File: config.mk
export PLATFORM = sky130hd
export DESIGN_NAME = axicb_mst_switch_wr
export DESIGN_NICKNAME = d
export VERILOG_FILES = /design/src/rtl/axicb_pkg.sv /design/src/rtl/axicb_scfifo.sv /design/src/rtl/axicb_mst_switch_wr.sv
export SDC_FILE = /design/constraint.sdc
export NUM_CORES = 1
export LEC_CHECK = 0
export CORE_MARGIN = 2
export CORE_UTILIZATION = 35
export DETAILED_ROUTE_END_ITERATION = 16
export PLACE_DENSITY = 0.87
export SLEW_MARGIN = 15
export SYNTH_ARGS = -nofsm -noshare
export SYNTH_HDL_FRONTEND = slang
export SYNTH_SLANG_ARGS = --single-unit
File: constraint.sdc
create_clock -name aclk -period 3.23 [get_ports aclk]
set_input_delay 0.323 -clock aclk [delete_from_list [all_inputs] [get_ports aclk]]
set_output_delay 0.323 -clock aclk [all_outputs]
set_load 0.01 [all_outputs]
File: src/rtl/axicb_pkg.sv
`default_nettype none
// ============================================================================
// axicb_pkg : shared types and helpers for the AXI crossbar switch slices
// Rev 1.0
// ============================================================================
package axicb_pkg;

    localparam int MST_NB = 4;

    typedef enum logic [0:0] {
        IDLE  = 1'b0,
        GRANT = 1'b1
    } arb_state_t;

    // First requester found when scanning upward from ptr, wrapping at MST_NB.
    function automatic logic [1:0] rr_pick(input logic [MST_NB-1:0] req,
                                           input logic [1:0]        ptr);
        logic [1:0] idx;
        rr_pick = ptr;
        for (int i = MST_NB - 1; i >= 0; i--) begin
            idx = ptr + 2'(i);
            if (req[idx]) rr_pick = idx;
        end
    endfunction

endpackage
`default_nettype wire

File: src/rtl/axicb_scfifo.sv
`default_nettype none
// ============================================================================
// axicb_scfifo : single-clock FIFO, optional pass-through when empty
// Rev 1.0
// ============================================================================
module axicb_scfifo
    import axicb_pkg::*;
#(
    parameter int PASS_THRU  = 0,
    parameter int ADDR_WIDTH = 3,
    parameter int DATA_WIDTH = 2
)(
    input  logic                  aclk,
    input  logic                  aresetn,
    input  logic                  srst,
    input  logic                  flush,
    input  logic [DATA_WIDTH-1:0] data_in,
    input  logic                  push,
    output logic                  full,
    output logic [DATA_WIDTH-1:0] data_out,
    input  logic                  pop,
    output logic                  empty
);

    localparam int                c_depth      = 2 ** ADDR_WIDTH;
    localparam logic [ADDR_WIDTH:0] c_full_count = (ADDR_WIDTH + 1)'(c_depth);

    logic [DATA_WIDTH-1:0] r_mem [c_depth];
    logic [ADDR_WIDTH-1:0] r_wr_ptr;
    logic [ADDR_WIDTH-1:0] r_rd_ptr;
    logic [ADDR_WIDTH:0]   r_count;
    logic                  w_none;
    logic                  w_bypass;
    logic                  w_store;
    logic                  w_fetch;

    assign w_none = (r_count == '0);
    assign full   = (r_count == c_full_count);

    if (PASS_THRU != 0) begin : g_pass_thru
        assign w_bypass = w_none & push & pop;
        assign empty    = w_none & ~push;
        assign data_out = w_none ? data_in : r_mem[r_rd_ptr];
    end else begin : g_registered
        assign w_bypass = 1'b0;
        assign empty    = w_none;
        assign data_out = r_mem[r_rd_ptr];
    end

    // A full FIFO still accepts a write when the same cycle frees a slot.
    assign w_store = push & (~full | pop) & ~w_bypass;
    assign w_fetch = pop & ~w_none;

    always_ff @(posedge aclk) begin
        if (w_store) r_mem[r_wr_ptr] <= data_in;
    end

    always_ff @(posedge aclk or negedge aresetn) begin
        if (!aresetn) begin
            r_wr_ptr <= '0;
            r_rd_ptr <= '0;
            r_count  <= '0;
        end else if (srst || flush) begin
            r_wr_ptr <= '0;
            r_rd_ptr <= '0;
            r_count  <= '0;
        end else begin
            if (w_store) r_wr_ptr <= r_wr_ptr + ADDR_WIDTH'(1);
            if (w_fetch) r_rd_ptr <= r_rd_ptr + ADDR_WIDTH'(1);
            case ({w_store, w_fetch})
                2'b10:   r_count <= r_count + (ADDR_WIDTH + 1)'(1);
                2'b01:   r_count <= r_count - (ADDR_WIDTH + 1)'(1);
                default: r_count <= r_count;
            endcase
        end
    end

endmodule
`default_nettype wire

File: src/rtl/axicb_mst_switch_wr.sv
`default_nettype none
// ============================================================================
// axicb_mst_switch_wr : write-channel switch, four masters onto one slave
// Rev 1.0
// ============================================================================
module axicb_mst_switch_wr
    import axicb_pkg::*;
#(
    parameter int                  AXI_ADDR_W    = 8,
    parameter int                  AXI_ID_W      = 8,
    parameter int                  MST_NB        = 4,
    parameter logic [AXI_ID_W-1:0] MST_ID_MATCH  = 'hC0,
    parameter logic [AXI_ID_W-1:0] MST0_ID_MASK  = 'h00,
    parameter logic [AXI_ID_W-1:0] MST1_ID_MASK  = 'h40,
    parameter logic [AXI_ID_W-1:0] MST2_ID_MASK  = 'h80,
    parameter logic [AXI_ID_W-1:0] MST3_ID_MASK  = 'hC0,
    parameter int                  WFIFO_DEPTH_W = 3,
    parameter int                  AWCH_W        = 8,
    parameter int                  WCH_W         = 8,
    parameter int                  BCH_W         = 10
)(
    input  logic                     aclk,
    input  logic                     areset,
    input  logic                     srst,
    input  logic [MST_NB-1:0]        i_awvalid,
    output logic [MST_NB-1:0]        i_awready,
    input  logic [MST_NB*AWCH_W-1:0] i_awch,
    input  logic [MST_NB-1:0]        i_wvalid,
    output logic [MST_NB-1:0]        i_wready,
    input  logic [MST_NB-1:0]        i_wlast,
    input  logic [MST_NB*WCH_W-1:0]  i_wch,
    output logic [MST_NB-1:0]        i_bvalid,
    input  logic [MST_NB-1:0]        i_bready,
    output logic [BCH_W-1:0]         i_bch,
    output logic                     o_awvalid,
    input  logic                     o_awready,
    output logic [AWCH_W-1:0]        o_awch,
    output logic                     o_wvalid,
    input  logic                     o_wready,
    output logic                     o_wlast,
    output logic [WCH_W-1:0]         o_wch,
    input  logic                     o_bvalid,
    output logic                     o_bready,
    input  logic [BCH_W-1:0]         o_bch
);

    // The address travels opaquely inside the AW payload.
    localparam int c_addr_w_unused = AXI_ADDR_W;

    localparam logic [AXI_ID_W-1:0] c_id_mask [4] = '{MST0_ID_MASK, MST1_ID_MASK,
                                                      MST2_ID_MASK, MST3_ID_MASK};

    arb_state_t        r_state;
    logic [1:0]        r_grant;
    logic [1:0]        r_ptr;
    logic              w_granted;
    logic              w_full;
    logic              w_empty;
    logic [1:0]        w_whead;
    logic              w_aw_hs;
    logic              w_w_pop;
    logic [MST_NB-1:0] w_bmatch;
    logic [AXI_ID_W-1:0] w_bid;

    // ------------------------------------------------------------ AW arbiter
    always_ff @(posedge aclk or posedge areset) begin
        if (areset) begin
            r_state <= IDLE;
            r_grant <= 2'd0;
            r_ptr   <= 2'd0;
        end else if (srst) begin
            r_state <= IDLE;
            r_grant <= 2'd0;
            r_ptr   <= 2'd0;
        end else begin
            case (r_state)
                IDLE: begin
                    if (|i_awvalid) begin
                        r_grant <= rr_pick(i_awvalid, r_ptr);
                        r_state <= GRANT;
                    end
                end
                GRANT: begin
                    if (w_aw_hs) begin
                        r_ptr   <= r_grant + 2'd1;
                        r_state <= IDLE;
                    end
                end
                default: r_state <= IDLE;
            endcase
        end
    end

    assign w_granted = (r_state == GRANT);
    assign o_awvalid = w_granted & i_awvalid[r_grant] & ~w_full;
    assign o_awch    = i_awch[r_grant*AWCH_W +: AWCH_W];
    assign w_aw_hs   = o_awvalid & o_awready;

    always_comb begin
        i_awready = '0;
        if (w_granted && !w_full) i_awready[r_grant] = o_awready;
    end

    // ------------------------------------------------------------ W routing
    // Each granted AW queues its master index; the head owns the W channel.
    axicb_scfifo #(
        .PASS_THRU  (0),
        .ADDR_WIDTH (WFIFO_DEPTH_W),
        .DATA_WIDTH (2)
    ) u_wroute (
        .aclk     (aclk),
        .aresetn  (~areset),
        .srst     (srst),
        .flush    (1'b0),
        .data_in  (r_grant),
        .push     (w_aw_hs),
        .full     (w_full),
        .data_out (w_whead),
        .pop      (w_w_pop),
        .empty    (w_empty)
    );

    assign o_wvalid = ~w_empty & i_wvalid[w_whead];
    assign o_wlast  = ~w_empty & i_wlast[w_whead];
    assign o_wch    = i_wch[w_whead*WCH_W +: WCH_W];
    assign w_w_pop  = o_wvalid & o_wready & o_wlast;

    always_comb begin
        i_wready = '0;
        if (!w_empty) i_wready[w_whead] = o_wready;
    end

    // ------------------------------------------------------------ B routing
    assign w_bid = o_bch[0 +: AXI_ID_W];
    assign i_bch = o_bch;

    for (genvar k = 0; k < MST_NB; k++) begin : g_bmatch
        assign w_bmatch[k] = ((w_bid & MST_ID_MATCH) == c_id_mask[k]);
    end

    // Unclaimed responses are swallowed so the slave never stalls on them.
    always_comb begin
        logic w_bhit;
        w_bhit   = 1'b0;
        i_bvalid = '0;
        o_bready = 1'b1;
        for (int k = 0; k < MST_NB; k++) begin
            if (w_bmatch[k] && !w_bhit) begin
                i_bvalid[k] = o_bvalid;
                o_bready    = i_bready[k];
                w_bhit      = 1'b1;
            end
        end
    end

endmodule
`default_nettype wire

==> results.cfg, run 1 <==
[logic_synthesis]
synth_edf_count = 16
synth_compound_area_share_pct = 7.14
synth_flop_cell = edfxtp_1
yosys_warnings = 0
yosys.area_share.simple_pct = 19.3
synth_nets = 326
ys_seq_area_share_pct = 36.2
synthXorXnorAreaFrac_pct = 2.17
async_reset_ff_share_pct = 48.4
syn_area_per_cell_um2 = 10.7
synth_top_family_by_area = multiplexers
synth_cell_types = 37
ys_ff_latch = 31
netlist_area_um2 = 2360
synth.area.mux_share_pct = 23.4
synth-adder-area-share_pct = 5.08
syn-instance-count = 221

[clocking]
clock_path_buffers = 2
cts_buffers = 5
hold_buffers = 0
htreeDepth = 2
cts_root_buf = clkbuf_8
path_clk_slew_ns = 0.06
cts_tree = built
clk_latency_ns = 0.28
cts_sinks = 31

[pwr]
ir_drop_uv = 308
powerDensity_nw_per_um2 = 305
total_power_mw = 1.15
leakage_nw = 1.47

[final_layout]
area_growth_pct = 58.9
final_nets = 445
drive_above_1_share_pct = 12.0
final_cells = 418
antenna_cells = 0

[detailed_routing]
drt-initial-drc-count = 99
drt_wl_total_um = 6560
maxUsedRoutingLayer = met4
firstDrtPassIters = 4
vias = 2171
m1WireLength_um = 2390
routedWlPerCell_um = 15.7
via_per_inst = 5.19
drc_errors = 0
met3_length_um = 736
wl_met2_um = 3360
drtAntennaViolNets = 0

[setup_path]
slowest_delay_ns = 0.53
slowest_stage = mux4_2
worstSetupPathType = reg -> reg
cp.arrival_ns = 3.30
crit_chain = mux4_2 > mux2_4 > mux4_2 > nand4b_4 > nor2_4 > ha_4 > a21o_1 > a21oi_2 > nor2_1 > mux2i_1 > mux2_1
r2r_setup_slack_ns = 0.09
endpoint_kind = flip-flop
start_kind = flip-flop
reg2reg_from = u_wroute.r_rd_ptr[0]
reg2regPathDepth = 11
path_max_fanout = 4
required_ns = 3.39
regToRegEndpoint = u_wroute.r_count[3]
path_common_cell = mux4_2

[grt]
grt_max_degree = 22
grt_overflow = 0
grt_pass1_wl_um = 10000
grt.total_usage_pct = 17.1
grt_pass1_vias = 2150
antenna_found_initial = 0

[status]
outcome = completed

[run]
cap_violations = 0

[place]
gp_congestion = 0.930
hpwl_um = 5360
io_buffers = 121
dp_cells = 409

[sta]
slew_violations = 0
fin_crit_sh_pct = 97.2
relSlewSlack_pct = 56.8
max_freq_mhz = 319
tightest_slew_ns = 0.646
period_minus_slack_ns = 3.14
rsz0062_at_grt = yes
fin_skew_ns = 0.00136
setup_viol = 0
finalHoldViolations = 0

[floorplanning]
die_h_um = 86.2
rows = 29
io_pins = 138
initial_utilization_pct = 36.6
core-area_um2 = 6460
dieArea_um2 = 7430
fp.dieW_um = 86.2

[min_path]
hold_path.class = in -> async
## per-stage QoR
stage | setup TNS [ns] | setup WS (ns) | hold slack [ns] | utilization (%) | cell area [um2]
after floorplan | -0.0587 | -0.0587 | 0.224 | - | 2380
after global placement | 0 | 0.154 | 0.533 | 56.2 | 3630
after detailed placement | 0 | 0.102 | 0.541 | 56.2 | 3630
after CTS | 0 | 0.0873 | 0.413 | 57.9 | 3740
after global routing | -0.0607 | -0.0607 | 0.468 | 58.2 | 3760
final | 0 | 0.0908 | 0.399 | 58.2 | 3760
## routing by layer
| metal | global-route usage (%) | vias to the layer above |
|---|---|---|
| met1 | 18.9 | 1003 |
| met4 | 3.55 | 0 |
| met2 | 32.3 | 134 |
| met5 | 0 | - |
| met3 | 5.24 | 9 |
| li1 | - | 1025 |
## cell families after synthesis
kind of cell	count (synthesis)
AO/OA/AOI/OAI	29
XOR/XNOR	5
adder cells (fa/ha/maj)	9
buffers and inverters	28
flip-flops	31
multiplexers	35
AND/OR/NAND/NOR	84
## layout make-up
cell class | count | area [um2]
timing repair buffer | 132 | 1290
multi-input combinational | 162 | 1380
clock inverter | 3 | 38.8
tap | 77 | 96.3
clock buffer | 5 | 68.8
sequential | 31 | 856
fill | 547 | 2700
inverter | 8 | 30.0
## sequential cells by signal (all words and copies together) (netlist names)
name / flops
u_wroute.r_rd_ptr: 3
r_state: 1
u_wroute.r_mem: 16
u_wroute.r_wr_ptr: 3
r_ptr: 2
r_grant: 2
u_wroute.r_count: 4
## cell usage in the layout, fill, tap and decap left out, types with 3 or more instances in the layout
cell type | netlist | routed
nor3_1 | 4 | 4
nor2b_1 | 9 | 9
buf_4 | 10 | 11
nor3b_1 | 4 | 4
clkdlybuf4s50_1 | 0 | 121
inv_1 | 8 | 8
mux4_2 | 15 | 15
mux2i_1 | 16 | 16
nor2_1 | 28 | 27
a21oi_1 | 16 | 15
dfrtp_1 | 15 | 15
nand2b_1 | 7 | 7
ha_1 | 8 | 7
edfxtp_1 | 16 | 16
mux2_4 | 3 | 3
and2_1 | 10 | 10
nand2_1 | 10 | 10
a211oi_1 | 8 | 8
clkbuf_8 | 0 | 5
## where the power goes
part / switching, mW / internal [mW] / total, mW
clock network: 0.139 / 0.225 / 0.365
logic: 0.127 / 0.219 / 0.346
registers: 0.0100 / 0.425 / 0.435
total: 0.276 / 0.870 / 1.15
## worst max-delay path: cells and delay by family, from the launching register on
kind | cells | cell delay (ns)
mux | 5 | 1.72
flops | 1 | 0.40
simple gates | 3 | 0.39
compound gates | 2 | 0.30
fa+ha+maj | 1 | 0.22
## worst max-delay path by stage
stage,from,depth (start not counted),to
6_report,u_wroute.r_rd_ptr[0],11,u_wroute.r_count[3]
5_1_grt,u_wroute.r_rd_ptr[0],11,u_wroute.r_count[3]
4_1_cts,u_wroute.r_rd_ptr[0],11,u_wroute.r_count[3]
3_5_place_dp,u_wroute.r_rd_ptr[0],11,u_wroute.r_count[3]
3_3_place_gp,u_wroute.r_rd_ptr[0],11,u_wroute.r_count[3]
2_1_floorplan,u_wroute.r_rd_ptr[0],13,u_wroute.r_count[3]
## synthesized netlist by cell type (2+ instances only)
cell      number  area share [%]
ha_1           8             4.2
buf_1          2            0.32
nor3b_1        4             1.3
mux2_4         3             1.9
nand2_1       10             1.6
nor3_1         4            0.85
inv_1          8             1.3
and3b_1        2            0.74
clkbuf_1       6            0.95
buf_4         10             3.2
a211oi_1       8             2.5
and3_1         2            0.53
o21ai_0        2            0.42
mux4_2        15              14
and2_1        10             2.6
buf_6          2            0.95
nor4_1         2            0.53
dfrtp_1       15              16
nand2b_1       7             1.9
or3_1          2            0.53
xor2_1         2            0.74
mux2i_1       16             6.8
a21oi_1       16             3.4
nor2_1        28             4.4
nor2b_1        9             2.4
edfxtp_1      16              20
xnor2_1        2            0.74
## timing repair
item	CTS	global route
endpoints found under the setup margin	0	1
resized for setup	0	1
buffers inserted	0	1
Note: power is estimated with default switching activity, not from simulation.
==> run 2, diff against run 1 <==
- CORE_ASPECT_RATIO: unset -> 0.75
==> results.cfg, run 2 (synthesis results as in run 1) <==
[clocking]
clock_path_buffers = 2
path_clk_slew_ns = 0.07
cts_tree = built
cts_buffers = 5
clk_latency_ns = 0.29
hold_buffers = 0
htreeDepth = 2
cts_root_buf = clkbuf_8
cts_sinks = 31

[status]
outcome = completed

[floorplanning]
rows = 25
io_pins = 138
initial_utilization_pct = 36.9
die_h_um = 75.2
fp.dieW_um = 98.9
core-area_um2 = 6410
dieArea_um2 = 7440

[setup_path]
required_ns = 3.40
path_common_cell = mux4_2
start_kind = flip-flop
crit_chain = mux4_2 > mux2_4 > mux4_2 > nand4b_4 > nor2_4 > ha_4 > a21o_1 > a21oi_2 > nor2_1 > mux2i_1 > mux2_1
endpoint_kind = flip-flop
reg2reg_from = u_wroute.r_rd_ptr[0]
slowest_delay_ns = 0.53
regToRegEndpoint = u_wroute.r_count[3]
path_max_fanout = 5
slowest_stage = mux4_2
reg2regPathDepth = 11
worstSetupPathType = reg -> reg
r2r_setup_slack_ns = 0.11
cp.arrival_ns = 3.29
critPathLaunch = u_wroute.r_rd_ptr[0]

[place]
gp_congestion = 0.837
postPlaceCellArea_um2 = 3640
dp_cells = 413
pre_cts_slack_ns = 0.00528
io_buffers = 121
hpwl_um = 5450

[final_layout]
largest_registers = u_wroute.r_mem: 16 flops, u_wroute.r_count: 4 flops
final_common_cell = clkdlybuf4s50_1
largest_register_ffs = 16
n_fill_cell = 528
area_growth_pct = 59.2
multi_input_area_um2 = 1380
largest-register = u_wroute.r_mem
antenna_cells = 0
final_cells = 422
mostFrequentLayoutCells = clkdlybuf4s50_1, nor2_1, mux2i_1, edfxtp_1
regArea_um2 = 857
fin_area_um2 = 3760
final_nets = 445
drive_above_1_share_pct = 12.3

[pwr]
ir_drop_uv = 139
powerDensity_nw_per_um2 = 306
leakage_nw = 1.47
total_power_mw = 1.15

[sta]
fin_crit_sh_pct = 96.7
tightest_slew_ns = 0.700
slew_violations = 0
finalHoldViolations = 0
relSlewSlack_pct = 52.9
rsz0062_at_grt = yes
max_freq_mhz = 320
setup_viol = 0
period_minus_slack_ns = 3.12
fin_skew_ns = 0.00686
worst_slack_ns = 0.107

[run]
cap_violations = 0

[detailed_routing]
via_per_inst = 5.17
drtAntennaViolNets = 0
drt_wl_total_um = 6660
drt-initial-drc-count = 87
routedWlPerCell_um = 15.8
firstDrtPassIters = 4
drc_errors = 0
vias = 2183

[grt]
grt_pass1_wl_um = 10400
antenna_found_initial = 0
grt_max_degree = 22
grt_overflow = 0
grt.total_usage_pct = 17.9
grt_pass1_vias = 2177

[min_path]
hold_path.class = in -> async
-- run 2: changes by cell type in the layout (fill, tap and decap cells not counted) --
cell | before | now
dfrtp_2 | 0 | 1
dfrtp_1 | 15 | 14
-- run 2: what timing repair did --
action | in CTS | in global routing
endpoints found under the setup margin | 1 | 1
buffers inserted | 0 | 1
pin swaps | 0 | 2
gates resized for setup | 1 | 1
-- run 2: how the worst max path moves through the flow --
| stage | end | slack, ns | cells after the start |
|---|---|---|---|
| 2_1_floorplan | u_wroute.r_count[3] | -0.06 | 13 |
| 3_3_place_gp | u_wroute.r_count[3] | 0.09 | 11 |
| 3_5_place_dp | u_wroute.r_count[3] | 0.005 | 11 |
| 4_1_cts | u_wroute.r_count[3] | 0.06 | 11 |
| 5_1_grt | u_wroute.r_count[3] | -0.05 | 11 |
| 6_report | u_wroute.r_count[3] | 0.11 | 11 |
-- run 2: cell type report --
cell class | instances | share of cell area (%)
Inverter | 8 | 0.798
Tap cell | 81 | 2.69
Multi-Input combinational cell | 162 | 36.5
Sequential cell | 31 | 22.8
Timing Repair Buffer | 132 | 34.4
Clock inverter | 3 | 1.03
Clock buffer | 5 | 1.83
-- run 2: power breakdown --
group / internal, mW / switching (mW) / total [mW]
sequential: 0.425 / 0.0105 / 0.435
combinational: 0.219 / 0.126 / 0.345
clock: 0.225 / 0.145 / 0.371
-- run 2: layer usage --
metal	global-route usage, %	vias to the layer above	wire, um
met3	5.94	12	717
met1	20.4	1022	2540
met2	33.1	120	3300
met4	4.57	0	95
li1	-	1029	-
met5	0	-	0
-- run 2: critical path, delay by kind of cell (launching register included) --
| kind | cells | cell delay (ns) |
|---|---|---|
| AOI/OAI and AO/OA | 2 | 0.30 |
| muxes | 5 | 1.71 |
| adders and majority gates | 1 | 0.22 |
| and+or+nand+nor | 3 | 0.36 |
| DFF | 1 | 0.43 |
-- run 2: metrics by stage --
stage	util (%)	hold WS, ns	TNS (ns)
finish	58.7	0.400	0
floorplan	-	0.224	-0.0587
CTS	58.4	0.413	0
global placement	56.7	0.535	0
global route	58.7	0.447	-0.0538
detailed placement	56.7	0.537	0
